### config.mk
export PLATFORM = sky130hd
export DESIGN_NAME = unary_window_acc
export DESIGN_NICKNAME = d
export VERILOG_FILES = /design/src/rtl/unary_window_acc.sv
export SDC_FILE = /design/constraint.sdc
export NUM_CORES = 1
export LEC_CHECK = 0
export CAP_MARGIN = 20
export CORE_MARGIN = 2
export CORE_UTILIZATION = 45
export CTS_CLUSTER_SIZE = 24
export DETAILED_ROUTE_END_ITERATION = 7
export HOLD_SLACK_MARGIN = 0.12
export PLACE_DENSITY = 0.69
export SLEW_MARGIN = 20
export SYNTH_ARGS = -nofsm -noshare
export SYNTH_HDL_FRONTEND = slang
export SYNTH_SLANG_ARGS = --single-unit
export TNS_END_PERCENT = 10
### constraint.sdc
create_clock -name clk -period 4.72 [get_ports clk]
set_clock_uncertainty 0.15 [all_clocks]
set_input_delay 0.944 -clock clk [delete_from_list [all_inputs] [get_ports clk]]
set_output_delay 0.944 -clock clk [all_outputs]
set_load 0.03 [all_outputs]
### src/rtl/unary_window_acc.sv
// unary_window_acc
//   Counts the ones arriving on IWID parallel unary bit lanes over a window of
//   2^WINLOG enabled cycles. Each completed window count is published on oData.
//   One cycle later oSel toggles and oDone pulses, so a downstream double
//   buffer can capture the already-stable count before its select flips.
//
// Ports
//   clk    : clock, rising edge
//   rst_n  : asynchronous active-low reset
//   iEn    : iBits valid this cycle; the cycle counts toward the window
//   iBits  : IWID unary lanes, one bit per lane per cycle
//   iClr   : synchronous abort of the current window
//   oData  : last completed-window count, saturated to OWID bits, held
//   oSel   : ping-pong select, toggles once per completed window
//   oDone  : one-cycle pulse coincident with each oSel toggle
module unary_window_acc #(
  parameter int IWID   = 8,
  parameter int WINLOG = 4,
  parameter int OWID   = $clog2(IWID * (2 ** WINLOG) + 1)
) (
  input  logic            clk,
  input  logic            rst_n,
  input  logic            iEn,
  input  logic [IWID-1:0] iBits,
  input  logic            iClr,
  output logic [OWID-1:0] oData,
  output logic            oSel,
  output logic            oDone
);

  // Holds a full window (IWID * 2^WINLOG) with no overflow.
  localparam int ACC_W = $clog2(IWID * (2 ** WINLOG) + 1);
  localparam int CMP_W = (ACC_W > OWID) ? ACC_W : OWID;

  typedef enum logic {
    IDLE = 1'b0,
    ACC  = 1'b1
  } state_t;

  state_t              state_q, state_d;
  logic [ACC_W-1:0]    acc_q, acc_d;
  logic [WINLOG-1:0]   cnt_q, cnt_d;
  logic [OWID-1:0]     data_q, data_d;
  logic                sel_q, sel_d;
  logic                done_q, done_d;
  logic                pend_q, pend_d;

  logic [IWID-1:0]     bits_gated;
  logic [ACC_W-1:0]    pop;
  logic [ACC_W-1:0]    win_sum;

  function automatic logic [ACC_W-1:0] popcount(input logic [IWID-1:0] b);
    logic [ACC_W-1:0] n;
    n = '0;
    for (int i = 0; i < IWID; i++) begin
      n = n + ACC_W'(b[i]);
    end
    return n;
  endfunction

  // Clamp to the all-ones OWID value instead of wrapping when OWID is narrow.
  function automatic logic [OWID-1:0] sat_out(input logic [ACC_W-1:0] v);
    logic [CMP_W-1:0] vw;
    logic [CMP_W-1:0] maxw;
    vw   = CMP_W'(v);
    maxw = CMP_W'({OWID{1'b1}});
    if (vw > maxw) begin
      return OWID'(maxw);
    end
    return OWID'(vw);
  endfunction

  // Masking with iEn keeps unknown lanes on idle cycles out of the sum.
  assign bits_gated = iBits & {IWID{iEn}};
  assign pop        = popcount(bits_gated);
  assign win_sum    = acc_q + pop;

  always_comb begin
    state_d = state_q;
    acc_d   = acc_q;
    cnt_d   = cnt_q;
    data_d  = data_q;
    pend_d  = 1'b0;
    // A toggle scheduled at the window-final edge completes one edge later,
    // regardless of iClr in that following cycle.
    sel_d   = sel_q ^ pend_q;
    done_d  = pend_q;

    if (iClr) begin
      // Abort wins over everything, including a window-final cycle.
      acc_d   = '0;
      cnt_d   = '0;
      state_d = IDLE;
    end else if (iEn) begin
      state_d = ACC;
      if (cnt_q == {WINLOG{1'b1}}) begin
        data_d = sat_out(win_sum);
        acc_d  = '0;
        cnt_d  = '0;
        pend_d = 1'b1;
      end else begin
        acc_d = win_sum;
        cnt_d = cnt_q + WINLOG'(1);
      end
    end
  end

  always_ff @(posedge clk or negedge rst_n) begin
    if (!rst_n) begin
      state_q <= IDLE;
      acc_q   <= '0;
      cnt_q   <= '0;
      data_q  <= '0;
      sel_q   <= 1'b0;
      done_q  <= 1'b0;
      pend_q  <= 1'b0;
    end else begin
      state_q <= state_d;
      acc_q   <= acc_d;
      cnt_q   <= cnt_d;
      data_q  <= data_d;
      sel_q   <= sel_d;
      done_q  <= done_d;
      pend_q  <= pend_d;
    end
  end

  assign oData = data_q;
  assign oSel  = sel_q;
  assign oDone = done_q;

endmodule
==> insert_results.sql, run 1 <==
INSERT INTO impl_metrics (metric_group, metric, value, unit) VALUES
('clock_tree', 'cts_num_sinks', '23', ''),
('worst_setup_path', 'r2r_slack', '0.96', 'ns'),
('layout', 'num_antenna_cells', '0', ''),
('floorplanning', 'overall_die_area', '3470', 'sq um'),
('worst_setup_path', 'crit_path_start_kind', 'primary input', ''),
('worst_setup_path', 'crit_required', '4.81', 'ns'),
('layout', 'layout_common_cells', 'sky130_fd_sc_hd__dfrtp_1 (23), sky130_fd_sc_hd__clkdlybuf4s50_1 (19), sky130_fd_sc_hd__nand2_1 (17)', ''),
('sta', 'setup_slack', '0.191', 'ns'),
('clock_tree', 'clock_tree_from_tritoncts', 'built', ''),
('routing', 'vias_after_detailed_routing', '1107', ''),
('floorplanning', 'design.portCount', '22', ''),
('global_routing', 'grt_use_total', '17.9', '%'),
('global_routing', 'grt_pass1_vias', '1054', ''),
('routing', 'detail_route.drc_violations', '1', ''),
('layout', 'post_route_cells_drive_above_1_share', '8.54', '%'),
('logic_synthesis', 'ys_dominant_reg_cell', 'sky130_fd_sc_hd__dfrtp_1', ''),
('sta', 'setup_viol', '0', ''),
('outcome', 'outcome', 'finished, violations left', ''),
('pwr', 'power.total', '466', 'uW'),
('sta', 'timing.final.hold_violations', '0', ''),
('global_routing', 'initial_antenna_violation_count', '0', ''),
('layout', 'syn2layout_area_growth', '21.7', '%'),
('flow_run', 'cap_violations', '0', ''),
('routing', 'total_length_of_routed_wires', '2910', 'microns'),
('clock_tree', 'master_cell_of_the_clock_root_buffer', 'sky130_fd_sc_hd__clkbuf_4', ''),
('logic_synthesis', 'syn_avg_cell_area', '9.70', 'sq um'),
('layout', 'stdcell_count', '195', ''),
('worst_setup_path', 'maximum_fanout_encountered_on_the_critical_timing_path', '3', ''),
('logic_synthesis', 'syn_area', '1360', 'sq um'),
('logic_synthesis', 'synth_enable_flop_cells', '0', ''),
('sta', 'max_freq', '0.221', 'GHz'),
('logic_synthesis', 'synthesis.nets', '164', ''),
('logic_synthesis', 'ys.warnings.count', '0', ''),
('routing', 'detailedRoute.firstPassIterationCount', '6', ''),
('placement', 'placedCellCount', '191', ''),
('floorplanning', 'chipHeight', '58.9', 'microns'),
('floorplanning', 'core_area', '2810', 'sq um'),
('pwr', 'power.leakage', '0.000791', 'uW'),
('logic_synthesis', 'yosysSeqAreaShare', '42.4', '%'),
('worst_setup_path', 'worstSetupStartpoint', 'iBits[0]', ''),
('worst_setup_path', 'reg2reg_from', 'acc_q[0]', ''),
('placement', 'finalWeightedCongestion', '0.851', ''),
('min_path', 'min_path_cells', '0', ''),
('sta', 'fin_crit', '4.53', 'ns'),
('routing', 'drtIter0Drc', '39', ''),
('logic_synthesis', 'netlist_instances', '140', ''),
('floorplanning', 'number_of_core_rows', '19', ''),
('placement', 'dp_worst_setup_slack', '-0.255', 'ns'),
('sta', 'slew_violations', '0', ''),
('layout', 'finalNetCount', '189', ''),
('worst_setup_path', 'timing_worst_setup_path_type', 'primary input to flop', ''),
('clock_tree', 'quantity_of_hold_fixing_buffers_added_after_cts', '0', ''),
('placement', 'dp.final_hpwl', '2250', 'microns'),
('worst_setup_path', 'worst_r2r_endpoint', 'acc_q[6]', ''),
('routing', 'vias_per_cell', '5.68', ''),
('logic_synthesis', 'yosys.cell_types.count', '40', ''),
('layout', 'post-route-util', '58.9', '%'),
('clock_tree', 'clk-insertion-delay-late', '0.31', 'ns'),
('sta', 'worst_pin_slew', '0.783', 'ns'),
('pwr', 'power_density', '282', 'nW/um^2'),
('outcome', 'violated_checks', 'DRC', ''),
('sta', 'rsz0062_at_grt', 'no', ''),
('clock_tree', 'clk_pin_slew_worst_paths', '0.13', 'ns'),
('worst_setup_path', 'endpoint_type_of_the_worst_setup_path', 'flop', ''),
('routing', 'drt-wirelength-per-cell', '14.9', 'microns'),
('worst_setup_path', 'worst_setup_path_endpoint', 'acc_q[6]', ''),
('global_routing', 'first_pass_grt_wire_length', '4680', 'microns'),
('floorplanning', 'floorplan.die.width', '58.9', 'microns'),
('sta', 'min_period_over_period', '96.0', '%'),
('clock_tree', 'cts_inserted_buffers', '3', ''),
('pwr', 'max-vdd-ir-drop', '126', 'uV');
==> Yosys cell counts, types with 2 or more instances <==
library cell | instances | area (sq um)
sky130_fd_sc_hd__clkbuf_1 | 4 | 15.0
sky130_fd_sc_hd__o211ai_1 | 4 | 30.0
sky130_fd_sc_hd__inv_1 | 13 | 48.8
sky130_fd_sc_hd__o21ai_0 | 11 | 55.1
sky130_fd_sc_hd__fa_1 | 5 | 100
sky130_fd_sc_hd__nor2_1 | 8 | 30.0
sky130_fd_sc_hd__a22o_1 | 2 | 17.5
sky130_fd_sc_hd__dfrtp_1 | 23 | 576
sky130_fd_sc_hd__nand2b_1 | 2 | 12.5
sky130_fd_sc_hd__o21a_1 | 2 | 15.0
sky130_fd_sc_hd__ha_1 | 7 | 87.6
sky130_fd_sc_hd__a211oi_1 | 2 | 15.0
sky130_fd_sc_hd__xor2_1 | 3 | 26.3
sky130_fd_sc_hd__o31a_1 | 2 | 17.5
sky130_fd_sc_hd__nor3_1 | 2 | 10.0
sky130_fd_sc_hd__and2_1 | 6 | 37.5
sky130_fd_sc_hd__nand2_1 | 17 | 63.8
sky130_fd_sc_hd__nand3_1 | 3 | 15.0
sky130_fd_sc_hd__a21o_1 | 3 | 22.5
==> power by group <==
group          switching [uW]  internal [uW]  total, uW
Combinational            84.6           73.9        159
Clock                    59.1           31.6       90.7
Sequential               8.86            208        217
Total                     153            313        466
==> worst min-delay path by stage <==
stage                 from  endpoint
floorplan           done_d     oDone
global placement    done_d     oDone
detailed placement  done_d     oDone
CTS                 done_d     oDone
global route        done_d     oDone
finish              done_d     oDone
==> kinds of logic (layout without fill, tap and decap cells) <==
| logic type | Yosys count | after routing | synth area share [%] |
|---|---|---|---|
| AOI/OAI and AO/OA | 34 | 34 | 17.6 |
| xor gates and xnor gates | 4 | 4 | 2.58 |
| adders and majority gates | 12 | 12 | 13.8 |
| buffers and inverters | 18 | 42 | 5.07 |
| DFF | 23 | 23 | 42.4 |
| muxes | 2 | 2 | 1.57 |
| and+or+nand+nor | 47 | 47 | 17.0 |
==> what timing repair did <==
item                                    in CTS  in global routing
resized for setup                            0                  4
hold endpoints to repair                     0                  0
endpoints found under the setup margin       0                 10
==> state kept, by name, indices dropped and copies added, names as in the netlist <==
| register | flops |
|---|---|
| oData | 8 |
| acc_q | 8 |
| done_d | 1 |
| cnt_q | 4 |
| oSel | 1 |
| oDone | 1 |
==> area by class of cell <==
| cell class | count | area [sq um] | share of cell area [%] |
|---|---|---|---|
| Multi-Input combinational cell | 99 | 723 | 43.8 |
| Tap cell | 31 | 38.8 | 2.35 |
| Timing Repair Buffer | 25 | 238 | 14.4 |
| Inverter | 13 | 48.8 | 2.95 |
| Clock buffer | 3 | 22.5 | 1.36 |
| Clock inverter | 1 | 5.00 | 0.303 |
| Sequential cell | 23 | 576 | 34.8 |
==> worst max-delay path, stage by stage <==
cell	delay, ns
sky130_fd_sc_hd__clkdlybuf4s50_1	0.43
sky130_fd_sc_hd__and2_1	0.18
sky130_fd_sc_hd__fa_1	0.50
sky130_fd_sc_hd__inv_1	0.05
sky130_fd_sc_hd__fa_1	0.53
sky130_fd_sc_hd__inv_1	0.06
sky130_fd_sc_hd__fa_1	0.50
sky130_fd_sc_hd__fa_1	0.42
sky130_fd_sc_hd__inv_1	0.10
sky130_fd_sc_hd__fa_2	0.22
sky130_fd_sc_hd__nor2b_2	0.05
sky130_fd_sc_hd__o31a_1	0.27
sky130_fd_sc_hd__o31a_1	0.24
sky130_fd_sc_hd__o21ai_0	0.13
==> metal layers <==
metal  track usage, %  vias up  wire length [microns]
met4             5.52        0                     34
met2             27.8       33                   1400
li1                 -      534                      -
met3             3.08        6                    133
met5                0        -                      0
met1             25.7      534                   1350
==> stage by stage <==
stage	cell area, sq um	setup TNS (ns)
after floorplan	1360	0
after global placement	1620	-0.797
after detailed placement	1620	-1.99
after CTS	1640	0
after global routing	1650	0
final	1650	0
Power figures use the tool's default switching activity.
==> inputs of run 2 (changes only) <==
CTS_CLUSTER_SIZE = unset   (was 24)
REMOVE_ABC_BUFFERS = 1   (was unset)
==> insert_results.sql, run 2 (synthesis results as in run 1) <==
INSERT INTO impl_metrics (metric_group, metric, value, unit) VALUES
('sta', 'fin_crit', '4.53', 'ns'),
('floorplanning', 'number_of_core_rows', '19', ''),
('global_routing', 'groute.layer.met2.usage', '32.7', '%'),
('worst_setup_path', 'worst_r2r_endpoint', 'acc_q[6]', ''),
('worst_setup_path', 'reg2reg_from', 'acc_q[0]', ''),
('clock_tree', 'clock_tree_from_tritoncts', 'built', ''),
('pwr', 'power.leakage', '0.000771', 'uW'),
('routing', 'drtIter0Drc', '52', ''),
('routing', 'ant_nets', '0', ''),
('worst_setup_path', 'most_frequent_cp_cell', 'sky130_fd_sc_hd__fa_1', ''),
('placement', 'dp_worst_setup_slack', '-0.277', 'ns'),
('floorplanning', 'start_util', '48.4', '%'),
('layout', 'syn2layout_area_growth', '20.7', '%'),
('worst_setup_path', 'crit_required', '4.82', 'ns'),
('outcome', 'violated_checks', 'DRC', ''),
('min_path', 'hold_path.startpoint', 'done_d', ''),
('sta', 'setup_viol', '0', ''),
('min_path', 'min_delay_worst_endpoint', 'oDone', ''),
('clock_tree', 'quantity_of_hold_fixing_buffers_added_after_cts', '0', ''),
('global_routing', 'grt.met1_usage', '25.2', '%'),
('placement', 'placedCellCount', '190', ''),
('global_routing', 'grt_max_degree', '24', ''),
('layout', 'layout_common_cells', 'sky130_fd_sc_hd__dfrtp_1 (23), sky130_fd_sc_hd__clkdlybuf4s50_1 (20), sky130_fd_sc_hd__nand2_1 (17)', ''),
('global_routing', 'grt_overflow', '0', ''),
('sta', 'setup_slack', '0.188', 'ns'),
('worst_setup_path', 'ff2ff_path_depth', '12', ''),
('clock_tree', 'cts_num_sinks', '23', ''),
('routing', 'drt-wirelength-per-cell', '15.0', 'microns'),
('worst_setup_path', 'crit_path_start_kind', 'primary input', ''),
('placement', 'port_buffers', '21', ''),
('min_path', 'min_path_type', 'flop to flop', ''),
('floorplanning', 'floorplan.die.width', '58.9', 'microns'),
('worst_setup_path', 'crit_path_max_incr_delay', '0.54', 'ns'),
('pwr', 'max-vdd-ir-drop', '116', 'uV'),
('worst_setup_path', 'worst_path_max_delay_cell', 'sky130_fd_sc_hd__fa_1', ''),
('worst_setup_path', 'endpoint_type_of_the_worst_setup_path', 'flop', ''),
('layout', 'post_route_cells_drive_above_1_share', '7.36', '%'),
('floorplanning', 'chipHeight', '58.9', 'microns'),
('global_routing', 'grt_use_total', '19.7', '%'),
('placement', 'finalWeightedCongestion', '0.896', ''),
('sta', 'timing.final.hold_violations', '0', ''),
('routing', 'detailedRoute.firstPassIterationCount', '8', ''),
('worst_setup_path', 'maximum_fanout_encountered_on_the_critical_timing_path', '3', ''),
('worst_setup_path', 'timing.critical_path.arrival', '4.63', 'ns'),
('clock_tree', 'ctsHtreeMaxLevel', '1', ''),
('layout', 'multiInputGateArea', '718', 'sq um'),
('sta', 'max_freq', '0.221', 'GHz'),
('placement', 'dp.final_hpwl', '2280', 'microns'),
('layout', 'post-route-util', '58.4', '%'),
('floorplanning', 'overall_die_area', '3470', 'sq um'),
('layout', 'stdcell_count', '194', ''),
('worst_setup_path', 'timing_worst_setup_path_type', 'primary input to flop', ''),
('layout', 'layout_commonest_cell', 'sky130_fd_sc_hd__dfrtp_1', ''),
('sta', 'worst_pin_slew', '0.781', 'ns'),
('outcome', 'outcome', 'finished, violations left', ''),
('flow_run', 'cap_violations', '0', ''),
('sta', 'max-slew-margin-rel', '47.8', '%'),
('clock_tree', 'clk-insertion-delay-late', '0.32', 'ns'),
('global_routing', 'grt_pass1_vias', '1148', ''),
('worst_setup_path', 'cell_by_cell_trace_of_the_critical_path', 'clkdlybuf4s50_1 > and2_1 > fa_1 > inv_1 > fa_1 > inv_1 > fa_1 > fa_2 > inv_1 > fa_1 > nor2b_2 > o31a_1 > o31a_1 > o21ai_1', ''),
('clock_tree', 'max_root_sink_buffers', '2', ''),
('clock_tree', 'clk_pin_slew_worst_paths', '0.14', 'ns'),
('layout', 'num_antenna_cells', '0', ''),
('layout', 'finalNetCount', '188', ''),
('min_path', 'min_path_cells', '0', ''),
('global_routing', 'initial_antenna_violation_count', '0', ''),
('global_routing', 'grt-busiest-layer', 'met2', ''),
('clock_tree', 'cts_inserted_buffers', '3', ''),
('floorplanning', 'core_area', '2810', 'sq um'),
('clock_tree', 'master_cell_of_the_clock_root_buffer', 'sky130_fd_sc_hd__clkbuf_4', ''),
('worst_setup_path', 'r2r_slack', '0.97', 'ns'),
('layout', 'final.fill_count', '245', ''),
('pwr', 'power_density', '282', 'nW/um^2'),
('routing', 'total_length_of_routed_wires', '2920', 'microns'),
('floorplanning', 'design.portCount', '22', ''),
('global_routing', 'use_met3', '3.96', '%'),
('sta', 'rsz0062_at_grt', 'no', ''),
('sta', 'slew_violations', '0', ''),
('global_routing', 'first_pass_grt_wire_length', '5120', 'microns'),
('sta', 'min_period_over_period', '96.0', '%'),
('layout', 'layout.area.seq', '576', 'sq um'),
('routing', 'detail_route.drc_violations', '2', ''),
('routing', 'vias_after_detailed_routing', '1090', ''),
('routing', 'vias_per_cell', '5.62', '');
[run 2: layout make-up]
cell class / count / area share (%)
multi-input cells: 99 / 43.8
repair buffers: 24 / 13.9
flip-flops and latches: 23 / 35.1
inverters: 13 / 2.98
well taps: 31 / 2.37
clock buffers: 3 / 1.37
clock inverters: 1 / 0.458
[run 2: report_power, final]
group / internal (uW) / total, uW / switching, uW
Combinational: 71.1 / 150 / 79.2
Sequential: 208 / 216 / 8.28
Clock: 32.3 / 96.0 / 63.7
Total: 311 / 462 / 151
[run 2: how the worst max path moves through the flow]
stage          slack (ns)  startpoint        to  depth (start not counted)
4_1_cts              0.05         iEn  acc_q[6]                         14
3_5_place_dp        -0.28         iEn  acc_q[6]                         14
5_1_grt             0.007         iEn  oData[6]                         14
3_3_place_gp        -0.16         iEn  oData[6]                         14
6_report             0.19         iEn  acc_q[6]                         14
2_1_floorplan        0.39    iBits[0]  acc_q[6]                         13
[run 2: through the flow]
stage          power, uW  TNS [ns]  area [sq um]  hold slack (ns)
2_1_floorplan        315         0          1340            0.222
6_report             462         0          1640            0.264
5_1_grt              499         0          1640            0.286
3_3_place_gp         361    -0.532          1610            0.225
3_5_place_dp         370     -1.77          1610            0.237
4_1_cts              466         0          1640            0.269
[run 2: metal layers]
metal	part of all wire, %	wire, microns
met1	43	1270
met2	51	1480
met3	3.7	108
met4	2.1	62
met5	0	0
[run 2: timing repair]
item | 4_1_cts | 5_1_grt
setup buffers | 0 | 0
setup endpoints to repair | 0 | 6
resized for setup | 0 | 4
[run 2: worst max-delay path, delay by kind of cell]
family                   cells  cell delay (ns)
AND/OR/NAND/NOR              2             0.23
buffers and inverters        4             0.65
AO/OA/AOI/OAI                3             0.71
adder cells (fa/ha/maj)      5             2.09
